File: config.mk
export PLATFORM = sky130hd
export DESIGN_NAME = tick_scheduler
export DESIGN_NICKNAME = d
export VERILOG_FILES = /design/src/rtl/tick_scheduler.sv
export SDC_FILE = /design/constraint.sdc
export NUM_CORES = 1
export LEC_CHECK = 0
export CAP_MARGIN = 5
export CORE_MARGIN = 2
export CORE_UTILIZATION = 60
export CTS_CLUSTER_SIZE = 25
export DETAILED_ROUTE_END_ITERATION = 10
export PLACE_DENSITY = 0.86
export SLEW_MARGIN = 5
export SYNTH_ARGS = -nofsm -noshare
export SYNTH_HDL_FRONTEND = slang
export SYNTH_SLANG_ARGS = --single-unit
File: constraint.sdc
create_clock -name clk -period 7.21 [get_ports clk]
set_input_delay 1.442 -clock clk [delete_from_list [all_inputs] [get_ports clk]]
set_output_delay 1.442 -clock clk [all_outputs]
set_load 0.01 [all_outputs]
File: src/rtl/tick_scheduler.sv
// Multi-channel tick scheduler: a free-running prescaler produces a base strobe,
// and each channel divides it by a runtime-programmable period into tick strobes.
module tick_scheduler #(
   parameter int NCH      = 4,
   parameter int PW       = 24,
   parameter int PRESCALE = 1000
) (
   input  logic           clk,
   input  logic           rst,
   input  logic           run,
   input  logic           cfg_we,
   input  logic [1:0]     cfg_ch,
   input  logic [PW-1:0]  cfg_period,
   input  logic           cfg_en,
   output logic           cfg_ack,
   output logic           base_tick,
   output logic [NCH-1:0] tick,
   output logic [NCH-1:0] active
);

   localparam int PREW = (PRESCALE > 1) ? $clog2(PRESCALE) : 1;
   localparam logic [PREW-1:0] PRE_LAST = PREW'(PRESCALE - 1);
   localparam logic [PREW-1:0] PRE_ONE  = PREW'(1);
   localparam logic [PW-1:0]   ONE      = PW'(1);
   localparam logic [PW-1:0]   ZERO     = '0;

   logic [PREW-1:0] pre;
   logic            strobe;
   logic [PW-1:0]   cnt    [NCH];
   logic [PW-1:0]   period [NCH];
   logic [NCH-1:0]  en;
   logic [NCH-1:0]  wr_sel;
   logic [NCH-1:0]  live;

   assign strobe = run && (pre == PRE_LAST);
   assign active = live;

   always_comb begin
      wr_sel = '0;
      live   = '0;
      for (int c = 0; c < NCH; c++) begin
         wr_sel[c] = cfg_we && (int'(cfg_ch) == c);
         live[c]   = en[c] && (period[c] != ZERO);
      end
   end

   always_ff @(posedge clk or negedge rst) begin
      if (!rst) begin
         pre       <= '0;
         base_tick <= 1'b0;
         cfg_ack   <= 1'b0;
      end else begin
         base_tick <= strobe;
         // out-of-range channel writes are dropped but still acknowledged
         cfg_ack   <= cfg_we;
         if (strobe) begin
            pre <= '0;
         end else if (run) begin
            pre <= pre + PRE_ONE;
         end
      end
   end

   // a write to a channel overrides any strobe in the same cycle and restarts its phase
   always_ff @(posedge clk or negedge rst) begin
      if (!rst) begin
         en   <= '0;
         tick <= '0;
         for (int c = 0; c < NCH; c++) begin
            cnt[c]    <= '0;
            period[c] <= '0;
         end
      end else begin
         for (int c = 0; c < NCH; c++) begin
            tick[c] <= 1'b0;
            if (wr_sel[c]) begin
               period[c] <= cfg_period;
               en[c]     <= cfg_en;
               cnt[c]    <= '0;
            end else if (!live[c]) begin
               cnt[c] <= '0;
            end else if (strobe) begin
               if (cnt[c] == period[c] - ONE) begin
                  cnt[c]  <= '0;
                  tick[c] <= 1'b1;
               end else begin
                  cnt[c] <= cnt[c] + ONE;
               end
            end
         end
      end
   end

endmodule

==> impl_metrics.toml <==
[outcome]
status = "finished clean"

[clock_tree]
clockBufferDepth = 3
cts_buffers = 23
hold_buffers = 0
cts_resized = 0
post-cts-setup-buffers = 0
clock_latency_ns = 0.53
tritoncts = "built"
cts-root-buf = "clkbuf_16"
h-tree-depth = 1
clkSlewWorstSetupHoldPaths_ns = 0.06
cts.sinks = 212

[timing]
grt_setup_unrepaired = "false"
finalHoldViolCount = 0
fmax_mhz = 207
finalMaxSlewViolations = 0
finalSetupTns_ns = 0
fin_crit_sh_pct = 66.9
skew_ns = 0.0119
setup_violations = 0
period_needed_ns = 4.83
max_slew_margin_pct = 13.4
worst_slew_pin_slew_ns = 1.30

[yosys]
synth-simple-area-share_pct = 29.8
synth.distinct_cells = 80
synth.largest_area_cell = "dfrtp_1"
synth.top_cell.area_share_pct = 37.8
synthArstFlopShare_pct = 100
synth_compound_area_share_pct = 10.4
synth_area_um2 = 14000
syn_inst = 1583
ys_seq_elements = 212
synth_edf_count = 0
synth_top_family_by_area = "simple AND/OR/NAND/NOR gates"
synthTopCellsByCount = "dfrtp_1, nand2_1, nand3_1, mux2_2, nor2_1"
avgSynthCellArea_um2 = 8.86
synthMuxAreaShare_pct = 10.1
synth_area_leaders = "dfrtp_1, mux2_2, nand2_1, nand3_1, xnor2_1"
ys_seq_area_share_pct = 37.8
synth_most_common_cell = "dfrtp_1"
syn-num-nets = 1624
synthXorXnorAreaFrac_pct = 7.06
yosysWarnings = 0
synth_fa_ha_area_share_pct = 0.893
yosys_most_used_dff = "dfrtp_1"

[die]
rows = 55
ios = 41
die_w_um = 157
initial_core_util_pct = 61.5
core_area_um2 = 22800
die_h_um = 157
die-area_um2 = 24600

[worst_setup_path]
slowest_delay_ns = 0.73
required_ns = 5.77
startpoint_type = "register"
cp_slowest_cell = "nor4_1"
path_cells = "inv_1 -> ha_1 -> nor4b_2 -> nand4_1 -> nor4_1 -> nor2b_1 -> clkdlybuf4s50_1"
worstSetupEndpointType = "output pin"
cp.arrival_ns = 3.38
path_max_fanout = 7
critical_path_class = "reg2out"

[detailed_routing]
wire_per_inst_um = 18.6
drt-initial-drc-count = 1060
ant_nets = 0
dr.pass1.iters = 5
wl_mm = 35.2
via_per_inst = 6.54
vias = 12400
drc = 0

[pwr]
leakage_nw = 5.96
power.total_mw = 3.53
p_per_area_nw_per_um2 = 230
ir_worst_vdd_uv = 179

[hold_path]
min_path_type = "reg2reg"

[grt]
gr-total-overflow = 0
antenna_found_initial = 0
grt_pass1_vias = 11500
grtUsageTotal_pct = 28.4
grt_max_degree = 82
grt_first_pass_wirelength_mm = 57.0

[placed_design]
place_hpwl_mm = 24.6
io_buffers = 40
gp_congestion = 0.901

[job]
drv_cap = 0

[cells_and_area]
syn2layout_area_growth_pct = 9.57
drive_gt1_share_pct = 12.3
antenna_cells = 0
num-nets-final = 1607
-- through the flow --
step	util, %	area, um2	hold WS, ns	cells	setup WS, ns
after detailed placement	63.7	14500	0.500	1854	2.43
after floorplan	-	14000	0.457	1583	3.61
after CTS	67.4	15400	0.515	1894	2.41
after global placement	63.7	14500	0.484	1854	2.58
after global routing	67.4	15400	0.539	1894	2.10
final	67.4	15400	0.519	1894	2.38
-- flip-flops by register name, indices dropped and copies added, names as in the netlist --
name	flops
tick	4
cnt	96
base_tick	1
cfg_ack	1
pre	10
en	4
period	96
-- logic make-up (layout without fill, tap and decap cells) --
| family | count (synthesis) | after routing |
|---|---|---|
| buffers and inverters | 129 | 127 |
| muxes | 129 | 129 |
| and+or+nand+nor | 779 | 779 |
| DFF | 212 | 212 |
| adders and majority gates | 10 | 10 |
| AOI/OAI and AO/OA | 211 | 211 |
| xor gates and xnor gates | 113 | 113 |
-- power breakdown --
group | switching, mW | internal [mW]
registers | 0.204 | 1.31
clock network | 0.516 | 0.821
logic | 0.352 | 0.324
-- routing by layer --
metal  up-vias  routed length (um)  GRT usage (%)
met5         -                   0              0
met4         0                1260           11.3
met3        97                2190           4.04
met2       468               16500           46.4
met1      6031               15300           38.3
li1       5792                   -              -
-- layout by cell type, fill, tap and decap left out, types with 7 or more instances in the layout --
cell type / n
nand3_1: 140
ha_1: 10
a2111oi_0: 7
clkbuf_16: 23
o21ai_0: 45
nand4_1: 53
o211ai_1: 15
nor3b_1: 8
inv_1: 34
clkdlybuf4s50_1: 39
nand3b_1: 9
a31oi_1: 42
o31ai_1: 14
nor2_1: 81
dfrtp_1: 212
nor2b_1: 23
nand2b_1: 13
nand4b_1: 10
nand2_1: 187
mux2_2: 99
mux2i_1: 30
o22ai_1: 7
xnor2_1: 80
nor4_1: 34
nor3_1: 66
or4_1: 23
and3_1: 36
or3_1: 19
or2_2: 14
xor2_1: 33
buf_4: 13
a21oi_1: 15
and2_1: 17
-- final cells by class --
| cell class | instances | area, um2 |
|---|---|---|
| tap | 313 | 392 |
| sequential | 212 | 5310 |
| clock buffer | 26 | 607 |
| fill | 1761 | 7420 |
| clock inverter | 14 | 236 |
| inverter | 34 | 128 |
| timing repair buffer | 53 | 503 |
| multi-input combinational | 1242 | 8190 |
-- worst max-delay path, delay by kind of cell, from the launching register on --
family | cells | cell delay [ns]
buf+inv | 2 | 0.59
simple gates | 4 | 1.64
fa+ha+maj | 1 | 0.20
flops | 1 | 0.44
-- worst paths after layout --
check	from	end	slack [ns]	cells past startpoint
min in group asynchronous	rst	cnt[43]	0.86	1
max reg2reg	period[24]	cnt[28]	3.29	10
min reg2reg	en[1]	en[1]	0.52	2
max	period[24]	active[2]	2.38	7
max in group asynchronous	rst	cnt[72]	4.97	2
min	en[1]	en[1]	0.52	2
(Power assumes the default switching activity.)
